--- src/rtl/aes_pkg.sv ---
// Shared AES types and GF(2^8) helpers for the iterative InvMixColumns block.
// The GF products are composed from xtime chains so no lookup tables are inferred.
package aes_pkg;

  typedef logic [127:0] state_t;
  typedef logic [31:0]  col_t;
  typedef logic [7:0]   byte_t;

  localparam byte_t AES_POLY = 8'h1B;

  typedef enum logic [1:0] {IDLE, BUSY, DONE} fsm_t;

  // Multiply by x modulo x^8 + x^4 + x^3 + x + 1
  function automatic byte_t xtime(input byte_t b);
    return {b[6:0], 1'b0} ^ (b[7] ? AES_POLY : 8'h00);
  endfunction

  function automatic byte_t gmul2(input byte_t b);
    return xtime(b);
  endfunction

  function automatic byte_t gmul3(input byte_t b);
    return xtime(b) ^ b;
  endfunction

  function automatic byte_t gmul9(input byte_t b);
    byte_t x2, x4, x8;
    x2 = xtime(b);
    x4 = xtime(x2);
    x8 = xtime(x4);
    return x8 ^ b;
  endfunction

  function automatic byte_t gmul11(input byte_t b);
    byte_t x2, x4, x8;
    x2 = xtime(b);
    x4 = xtime(x2);
    x8 = xtime(x4);
    return x8 ^ x2 ^ b;
  endfunction

  function automatic byte_t gmul13(input byte_t b);
    byte_t x2, x4, x8;
    x2 = xtime(b);
    x4 = xtime(x2);
    x8 = xtime(x4);
    return x8 ^ x4 ^ b;
  endfunction

  function automatic byte_t gmul14(input byte_t b);
    byte_t x2, x4, x8;
    x2 = xtime(b);
    x4 = xtime(x2);
    x8 = xtime(x4);
    return x8 ^ x4 ^ x2;
  endfunction

endpackage

--- src/rtl/imc_column.sv ---
// Combinational single-column mixer: inverse MixColumns by default, and forward
// MixColumns selectable through the fwd input when IMC_FORWARD_EN is defined.
module imc_column
  import aes_pkg::*;
(
  input  col_t col_in,
`ifdef IMC_FORWARD_EN
  input  logic fwd,
`endif
  output col_t col_out
);

  byte_t a0, a1, a2, a3;
  col_t  inv_col;

  assign a0 = col_in[31:24];
  assign a1 = col_in[23:16];
  assign a2 = col_in[15:8];
  assign a3 = col_in[7:0];

  assign inv_col = {gmul14(a0) ^ gmul11(a1) ^ gmul13(a2) ^ gmul9(a3),
                    gmul9(a0)  ^ gmul14(a1) ^ gmul11(a2) ^ gmul13(a3),
                    gmul13(a0) ^ gmul9(a1)  ^ gmul14(a2) ^ gmul11(a3),
                    gmul11(a0) ^ gmul13(a1) ^ gmul9(a2)  ^ gmul14(a3)};

`ifdef IMC_FORWARD_EN
  col_t fwd_col;

  assign fwd_col = {gmul2(a0) ^ gmul3(a1) ^ a2 ^ a3,
                    a0 ^ gmul2(a1) ^ gmul3(a2) ^ a3,
                    a0 ^ a1 ^ gmul2(a2) ^ gmul3(a3),
                    gmul3(a0) ^ a1 ^ a2 ^ gmul2(a3)};

  assign col_out = fwd ? fwd_col : inv_col;
`else
  assign col_out = inv_col;
`endif

endmodule

--- src/rtl/inv_mix_columns_iter.sv ---
// Iterative AES InvMixColumns: one column per clock through a shared mixer, valid/ready on both sides.
// Optional macro IMC_FORWARD_EN adds a fwd_mode port selecting forward MixColumns per state.
module inv_mix_columns_iter
  import aes_pkg::*;
#(
  parameter int NCOL = 4
) (
  input  logic         clk,
  input  logic         rst,
  input  logic         in_valid,
  output logic         in_ready,
  input  logic [127:0] state_in,
  output logic         out_valid,
  input  logic         out_ready,
`ifdef IMC_FORWARD_EN
  input  logic         fwd_mode,
`endif
  output logic [127:0] state_out
);

  if (NCOL != 4) begin : g_ncol_check
    $error("inv_mix_columns_iter supports NCOL=4 only");
  end

  fsm_t       fsm_q, fsm_d;
  logic [1:0] col_cnt;
  state_t     work_q, work_next, result_q;
  col_t       cur_col, mixed_col;
  logic       accept, last_col;

  assign in_ready  = (fsm_q == IDLE) | ((fsm_q == DONE) & out_ready);
  assign out_valid = (fsm_q == DONE);
  assign state_out = result_q;
  assign accept    = in_valid & in_ready;
  assign last_col  = (col_cnt == 2'd3);

  always_comb begin
    cur_col = work_q[127:96];
    case (col_cnt)
      2'd0:    cur_col = work_q[127:96];
      2'd1:    cur_col = work_q[95:64];
      2'd2:    cur_col = work_q[63:32];
      default: cur_col = work_q[31:0];
    endcase
  end

`ifdef IMC_FORWARD_EN
  logic mode_q;

  imc_column u_col (
    .col_in  (cur_col),
    .fwd     (mode_q),
    .col_out (mixed_col)
  );
`else
  imc_column u_col (
    .col_in  (cur_col),
    .col_out (mixed_col)
  );
`endif

  always_comb begin
    work_next = work_q;
    case (col_cnt)
      2'd0:    work_next[127:96] = mixed_col;
      2'd1:    work_next[95:64]  = mixed_col;
      2'd2:    work_next[63:32]  = mixed_col;
      default: work_next[31:0]   = mixed_col;
    endcase
  end

  // A state accepted while leaving DONE goes straight back to BUSY.
  always_comb begin
    fsm_d = fsm_q;
    case (fsm_q)
      IDLE:    if (accept) fsm_d = BUSY;
      BUSY:    if (last_col) fsm_d = DONE;
      DONE:    if (out_ready) fsm_d = in_valid ? BUSY : IDLE;
      default: fsm_d = IDLE;
    endcase
  end

  always_ff @(posedge clk) begin
    if (rst) begin
      fsm_q    <= IDLE;
      col_cnt  <= 2'd0;
      work_q   <= '0;
      result_q <= '0;
    end else begin
      fsm_q <= fsm_d;
      if (accept) begin
        work_q  <= state_in;
        col_cnt <= 2'd0;
      end else if (fsm_q == BUSY) begin
        work_q <= work_next;
        if (last_col) begin
          result_q <= work_next;
        end else begin
          col_cnt <= col_cnt + 2'd1;
        end
      end else if ((fsm_q == DONE) && out_ready) begin
        col_cnt <= 2'd0;
      end
    end
  end

`ifdef IMC_FORWARD_EN
  // Mode is captured with the state so it cannot change mid-computation.
  always_ff @(posedge clk) begin
    if (rst) begin
      mode_q <= 1'b0;
    end else if (accept) begin
      mode_q <= fwd_mode;
    end
  end
`endif

endmodule

--- config.mk ---
export PLATFORM = sky130hd
export DESIGN_NAME = inv_mix_columns_iter
export DESIGN_NICKNAME = d
export VERILOG_FILES = /design/src/rtl/aes_pkg.sv /design/src/rtl/imc_column.sv /design/src/rtl/inv_mix_columns_iter.sv
export SDC_FILE = /design/constraint.sdc
export NUM_CORES = 1
export LEC_CHECK = 0
export ABC_AREA = 1
export CAP_MARGIN = 20
export CORE_MARGIN = 2
export CORE_UTILIZATION = 50
export DETAILED_ROUTE_END_ITERATION = 10
export DONT_BUFFER_PORTS = 1
export GPL_ROUTABILITY_DRIVEN = 0
export GPL_TIMING_DRIVEN = 0
export HOLD_SLACK_MARGIN = 0.15
export PLACE_DENSITY_LB_ADDON = 0.05
export SLEW_MARGIN = 40
export SYNTH_ARGS = -nofsm -noshare
export SYNTH_HDL_FRONTEND = slang
export SYNTH_SLANG_ARGS = --single-unit
--- constraint.sdc ---
create_clock -name clk -period 4.73 [get_ports clk]
set_input_delay 0.946 -clock clk [delete_from_list [all_inputs] [get_ports clk]]
set_output_delay 0.946 -clock clk [all_outputs]
set_load 0.005 [all_outputs]
### After elaboration in Yosys (flattened, before gate mapping)

Index checks and enable logic that the tools add are counted.

* register bits: 260
* input bits: 132
* output and inout bits: 130
* word-level logic and storage cells: 103

* add/subtract/negate cells: 1
* equality and inequality tests: 9
* muxes and demuxes: 27
* bitwise gates (word level): 52
* reductions and logical operators: 10

Operator list (number)
* $xor 8x8->8: 48
* $mux 128: 2
* $mux 32: 4
* $pmux 32 s3: 1
* $mux 5: 12
* $mux 2: 6
* $eq 2x2->1 const B: 3
* $ne 2x2->1 const B: 3
* $pmux 2 s3: 1
* $reduce_and 3->1: 2
* $eq 2x1->1 const B: 2
* $logic_not 2->1: 2
* $reduce_bool 2->1: 2
* $reduce_or 3->1: 1
* $add 2x1->2 const B: 1
* $and 1x1->1: 2
* $ne 2x1->1 const B: 1
* $reduce_and 2->1: 1
* $reduce_or 2->1: 1
* $logic_and 1x1->1: 1
* $mux 1: 1
* $not 1->1: 1
* $or 1x1->1: 1

### Longest topological paths before layout

* depth after elaboration: 16
* depth in mapped cells: 26
* gate-level depth less buffers: 24

### Cells and area by module

Synthesis repeated with hierarchy kept, for this count alone.

* cell total of the unflattened synthesis: 2983
* area, all modules: 17304.1 µm²

Modules (own cells, without submodules)
* inv_mix_columns_iter: instances 1, cells each 2325, area an instance 13784.5 µm², seq. area each 5205.0 µm²
* imc_column: instances 1, cells each 658, area an instance 3519.6 µm², seq. area each 0.0 µm²

### Worst setup path after synthesis

OpenSTA, ideal clock, no wires.

* kind: input-to-output
* start point: input port out_ready
* end point: output port in_ready
* arrival time: 1742 ps
* data required time: 3784 ps
* path slack: 2042 ps
* cell stages on the path: 4
* buffers on the path: 2
* cell sequence: inv_1 a21oi_1 clkbuf_1 clkbuf_1

* cells in the longest elaborated chain, start to end: 2

Ends and longest elaborated chain
* start, declared: line inv_mix_columns_iter.sv:14 `input logic out_ready,`
* $and 1x1->1: line inv_mix_columns_iter.sv:31 `assign in_ready = (fsm_q == IDLE) | ((fsm_q == DONE) & out_ready);`
* $or 1x1->1: line inv_mix_columns_iter.sv:31
* end, declared: line inv_mix_columns_iter.sv:11 `output logic in_ready,`

No other way between the ends.

### Worst setup path after layout

* start point: register col_cnt[1]
* end point: register work_q[12]

* cells in the longest elaborated chain, start to end: 14
* elaborated cells on any way between the ends: 41
* classes of those cells: eq/ne (2); mux (15); bitwise (22); reduce/logical (2)

Ends and longest elaborated chain
* start, declared: line inv_mix_columns_iter.sv:26 `logic [1:0] col_cnt;`
* start signal, assigned: line inv_mix_columns_iter.sv:99 `col_cnt <= col_cnt + 2'd1;`
* $eq 2x2->1, or another cell as far along: line inv_mix_columns_iter.sv:39, inv_mix_columns_iter.sv:64
* $pmux 32 s3: line inv_mix_columns_iter.sv:39 `case (col_cnt)`
* $xor 8x8->8: line aes_pkg.sv:15 `return {b[6:0], 1'b0} ^ (b[7] ? AES_POLY : 8'h00);`
* $mux 5 / $xor 8x8->8 (equally long branches): line aes_pkg.sv:15
* $xor 8x8->8 / $mux 5 (equally long branches): line aes_pkg.sv:15
* $xor 8x8->8: line aes_pkg.sv:15
* $xor 8x8->8 (2 in a row): line aes_pkg.sv:47 `return x8 ^ x4 ^ b;`
* $xor 8x8->8 (3 in a row): line imc_column.sv:23 `gmul13(a0) ^ gmul9(a1) ^ gmul14(a2) ^ gmul11(a3),`
* $mux 32 *: line inv_mix_columns_iter.sv:64 `case (col_cnt)`
* $mux 128 *: line inv_mix_columns_iter.sv:94 `end else if (fsm_q == BUSY) begin`
* $mux 128 *: line inv_mix_columns_iter.sv:91 `if (accept) begin`
* end signal, assigned: line inv_mix_columns_iter.sv:92 `work_q <= state_in;`
* end signal, assigned: line inv_mix_columns_iter.sv:95 `work_q <= work_next;`
* end, declared: line inv_mix_columns_iter.sv:27 `state_t work_q, work_next, result_q;`

Every way passes the cells marked *; elsewhere a longest branch is shown, timed or not. The select of a mux whose other input is x is not followed.
A chain may end at the register's enable or synchronous reset.

==> results.json <==
{
  "crit_slowest_cell": "o21ai_0",
  "ctsHoldBuffers": 0,
  "drv_cap": 0,
  "synthCells": 2966,
  "fillers": 3655,
  "cts_resized": 0,
  "rsz0062_at_grt": "false",
  "core_um2": 35500,
  "vias": 21000,
  "ys_types": 45,
  "setup_viol": 0,
  "post_cts_buffers": 0,
  "drv_slew": 0,
  "synth.largest_area_cell": "dfxtp_1",
  "ant_nets": 0,
  "cts_tree": "built",
  "routedWlPerCell_um": 24.3,
  "ys_seq_area_frac": 0.290,
  "slew_headroom": 0.330,
  "ys_ff_latch": 260,
  "hold_class": "in -> reg",
  "hold_violations": 0,
  "fin_util": 0.554,
  "period_share": 0.985,
  "viasPerCell": 6.03,
  "synth.area.top_cells": "dfxtp_1, nand2_1, nand3_1",
  "cts.sinks": 260,
  "die_area_um2": 37500,
  "path_max_fanout": 9,
  "syn-num-nets": 3103,
  "grt_pass1_wl_um": 121000,
  "clockBufferDepth": 3,
  "power_density_nw_per_um2": 735,
  "leakagePower_nw": 9.58,
  "status": "finished, final reports clean",
  "synth_edf_count": 0,
  "clk_pin_slew_ns": 0.07,
  "tns_ns": 0,
  "ir_drop_mv": 0.975,
  "synthToLayoutAreaGrowth_pct": 9.43,
  "start_util": 0.506,
  "worstPathArrival_ns": 5.19,
  "wirelength_um": 84900,
  "ys.warnings.count": 0,
  "drive_gt1_frac": 0.0516,
  "criticalPathCategory": "reg -> reg",
  "numCtsBuffers": 30,
  "synth.avg_cell_area_um2": 6.06,
  "die_h_um": 194,
  "worstSetupEndpointType": "register",
  "io_pins": 262,
  "ys.flop_type": "dfxtp_1",
  "async_flop_share": 0,
  "grt_max_degree": 17,
  "drtIter0Drc": 3599,
  "track_usage": 0.434,
  "antenna_found_initial": 7,
  "start_kind": "register",
  "port_buffers": 0,
  "nNetsFinal": 3136,
  "path_cells": "inv_1, ha_1, buf_6, clkinv_1, o21ai_0, nor2_1, nor2_1, nand2_1, nand2_1, nand2_1, nand2_1, nor2_1, nor2_1, nand3_1, nand3_1, nand3_1, a21oi_1",
  "skew_ns": 0.0272,
  "dr.pass1.iters": 7,
  "critPathRequiredTime_ns": 5.26,
  "rows": 69,
  "fmax_ghz": 0.215,
  "drc": 0,
  "h-tree-depth": 1,
  "dieWidth_um": 194,
  "netlist_area_um2": 18000,
  "root_buffer": "clkbuf_16",
  "worst_pin_slew_ns": 0.995,
  "overflow": 0,
  "worstSkewPairLatency_ns": 0.62,
  "grt_pass1_vias": 18900,
  "period_needed_ns": 4.66,
  "netlist.area_leader.share": 0.290,
  "slowest_delay_ns": 0.94,
  "dp_hpwl_um": 67000
}
## cells in the mapped netlist, types with 5 or more instances
master / n
ha_1: 5
buf_2: 16
inv_1: 385
o21ai_1: 22
buf_1: 18
nand3_1: 420
o21bai_1: 30
dfxtp_1: 260
nand2_2: 20
a21o_1: 17
nor2_2: 8
nand4_1: 5
nand2_1: 961
a21oi_1: 178
xor2_1: 98
o21a_1: 41
xnor2_1: 24
buf_6: 10
o22ai_2: 5
o21ai_2: 5
o211ai_1: 9
o21ai_0: 196
a31oi_1: 8
buf_4: 8
clkbuf_1: 107
nor2_1: 65
o21bai_2: 8
## metrics by stage
stage | cell area, µm² | power, mW | setup WS, ns | hold WS [ns] | cells
final | 19700 | 14.5 | 0.0725 | 0.529 | 3490
after global routing | 19700 | 14.8 | 0.153 | 0.549 | 3487
after CTS | 19600 | 13.7 | 0.534 | 0.528 | 3484
after detailed placement | 18600 | 11.2 | 0.556 | 0.524 | 3428
after global placement | 18500 | 11.1 | 0.0379 | 0.522 | 3427
after floorplan | 18000 | 7.73 | 2.04 | 0.488 | 2966
## path summary, 6_finish.rpt
path	startpoint	end	slack, ns	depth (start not counted)
max	col_cnt[1]	work_q[12]	0.07	17
min	state_in[9]	work_q[9]	0.53	2
max reg2reg	col_cnt[1]	work_q[12]	0.07	17
min reg2reg	work_q[41]	work_q[41]	0.53	2
## registers in the layout (all words and copies together) (netlist names)
| signal | cells |
|---|---|
| fsm_q | 2 |
| state_out | 128 |
| work_q | 128 |
| col_cnt | 2 |
## worst max-delay path: cells and delay by family (launching register included)
kind | cells | cell delay, ns
compound gates | 2 | 1.09
simple gates | 11 | 2.30
buf+inv | 3 | 0.68
fa+ha+maj | 1 | 0.18
flops | 1 | 0.35
## per-layer routing
layer | up-vias | GRT usage | routed length, µm
met1 | 9474 | 0.566 | 32000
met2 | 1652 | 0.609 | 32800
li1 | 9515 | - | -
met5 | - | 0.00511 | 59
met4 | 6 | 0.267 | 6830
met3 | 394 | 0.152 | 13200
## power breakdown
group          internal (mW)  switching, mW  leakage [nW]
Clock                   1.51           1.04         0.514
Combinational           2.14           7.26          6.95
Sequential              2.35          0.147          2.12
## layout make-up
class / instances / area, µm² / share of cell area
well taps: 461 / 577 / 0.0293
clock buffers: 47 / 885 / 0.0450
multi-input cells: 2157 / 10600 / 0.539
flip-flops and latches: 260 / 5200 / 0.265
plain buffers: 159 / 726 / 0.0369
inverters: 390 / 1470 / 0.0748
diodes: 6 / 15.0 / 0.000764
clock inverters: 9 / 183 / 0.00929
repair buffers: 1 / 7.51 / 0.000382
## placed cells by master, fill, tap and decap left out, types with 7 or more instances in the layout
cell type and n:
o211ai_1 9, inv_1 385, dfxtp_1 260, nand2_2 20, a21o_1 17, clkbuf_1 114, o21bai_1 30, nand2_1 961
o21ai_0 194, buf_6 10, xnor2_1 24, o21ai_1 23, buf_1 18, xor2_1 97, nor2_1 64, o21a_1 41
clkbuf_8 7, buf_2 16, a21oi_1 177, nand3_1 420, a31oi_1 8, nor2_2 9, buf_4 9, o21bai_2 8
clkbuf_16 30
## cells by family (layout without fill, tap and decap cells)
logic type / count (synthesis) / after routing / share of synthesized area
fa+ha+maj: 5 / 5 / 0.00348
buf+inv: 549 / 606 / 0.122
xor+xnor: 125 / 125 / 0.0622
other cells: 0 / 6 / 0
flops: 260 / 260 / 0.290
simple gates: 1496 / 1496 / 0.350
compound gates: 531 / 531 / 0.173
(Power assumes the default switching activity.)
==> RTL change: new RTL, config.mk and constraints unchanged <==
The option `IMC_FORWARD_EN` is turned on by a define.
--- a/src/rtl/imc_column.sv
+++ b/src/rtl/imc_column.sv
@@ -1,5 +1,7 @@
 // Combinational single-column mixer: inverse MixColumns by default, and forward
 // MixColumns selectable through the fwd input when IMC_FORWARD_EN is defined.
+`define IMC_FORWARD_EN
+
 module imc_column
   import aes_pkg::*;
 (
Ports: changed (added fwd_mode); port bits go from 262 to 263. No check against the original RTL was run, so the function may have changed too.
==> RTL change against the unedited design <==
Worst setup slack gained 0.22 ns. Final area grew 3.9%. Wire length grew 1.5%. Sequential cell count grew 1. Die area grew 4.5%. Synthesized area grew 4.6%. Non-clock buffer count grew 3. Power shrank 13%. Critical endpoint is now state_out[108]. Highest routed layer unchanged.
==> RTL change: results (changes against the unedited design) <==
Slowest-stage cell, CP -> nor2_1
Distinct cells, synth -> 47 (+4.4%)
Crit path arrival time -> 4.97 ns (-0.22 ns)
Dominant cells by area after synthesis -> dfxtp_1 28%, nand2_1 21%, nand3_1 9.1%
WL met1 -> 32600 µm (+2.0%)
Layout cells sized above 1 -> 0.0655 (+0.0139)
Register area share after synthesis -> 0.278 (-0.0118)
DR iter-0 viols -> 3025 (-16%)
Clk power -> 2.39 mW (-6%)
Clock Buffer Count -> 39 (-17%)
Seq area share -> 0.256 (-0.00888)
Power share of the clock group -> 0.191 (+0.015)
WL final -> 86200 µm (+1.5%)
Compound-Gate Fraction of Synth Area -> 0.180 (+0.00687)
Area of the multi-input gates -> 11500 µm² (+8.6%)
P_int -> 5.79 mW (-3.5%)
Crit path max fanout -> 10 (+1)
FILL cells -> 3881 (+6.2%)
CP top delay family -> simple AND/OR/NAND/NOR gates
Post-DP HPWL -> 68100 µm (+1.6%)
Total GRT Usage -> 0.430 (-0.00398)
Sequential power share -> 0.193 (+0.020)
Metal2 WL -> 34100 µm (+4.0%)
Via count -> 21600 (+2.7%)
Grt met3 use -> 0.128 (-0.0234)
Worst R2R Start -> col_cnt[0]
Net Count, Synth -> 3229 (+4.1%)
Post-DP Area -> 19400 µm² (+4.5%)
Layout Utilization -> 0.547 (-0.00676)
Relative slew slack -> 0.350 (+0.0200)
Iteration count of the initial detailed-routing pass -> 9 (+2)
Max layer used -> met5
Maximum VDD drop -> 0.000361 V (-63%)
Area share of fa/ha/maj cells after synthesis -> 0.00333 (-0.000154)
Final non-clock buffer share -> 0.0387 (+0.00137)
Final #Nets -> 3262 (+4.0%)
Worst Skew -> 0.0290 ns (+0.00180 ns)
Initial antenna violation count -> 5 (-2)
Met3 Routed Length -> 12800 µm (-3.4%)
Non-clk invs -> 345 (-12%)
Final-layout clock-cell area share -> 0.0488 (-0.00551)
Post-synthesis register bit count -> 261 (+0.38%)
Nonclk buf count -> 163 (+1.9%)
Comb_multi_in -> 2323 (+7.7%)
GR met2 Demand/Resource -> 0.608 (-0.00140)
Status -> finished clean
Antenna diodes -> 5 (-1)
Leakage power -> 9.54 nW (-0.49%)
-- RTL change: cell count changes in the layout (fill, tap and decap cells not counted), sizes merged, moves of 5 or more --
cell,before,now
o21bai,40,16
inv,388,342
xor2,100,137
clkbuf,154,149
xnor2,25,43
a31oi,8,0
o211ai,9,4
o21a,41,8
a21o,17,4
o21ai,225,291
nand2,981,1082
clkinv,6,14
a21oi,182,278
nand3,421,353
-- RTL change: through the flow --
| stage | hold WS [ns] | std cells | worst slack [ns] |
|---|---|---|---|
| after floorplan | 0.529 | 3091 | 2.10 |
| after global placement | 0.551 | 3565 | 0.302 |
| after detailed placement | 0.550 | 3566 | 0.686 |
| after CTS | 0.537 | 3619 | 0.649 |
| after global routing | 0.552 | 3620 | 0.222 |
| final | 0.545 | 3624 | 0.288 |
-- RTL change: final timing paths --
check	to	slack [ns]	cells after the start
worst max-delay path	state_out[108]	0.29	18
worst min-delay path	fsm_q[1]	0.54	3
worst min register to register	state_out[87]	0.56	2
worst max register to register	state_out[108]	0.29	18
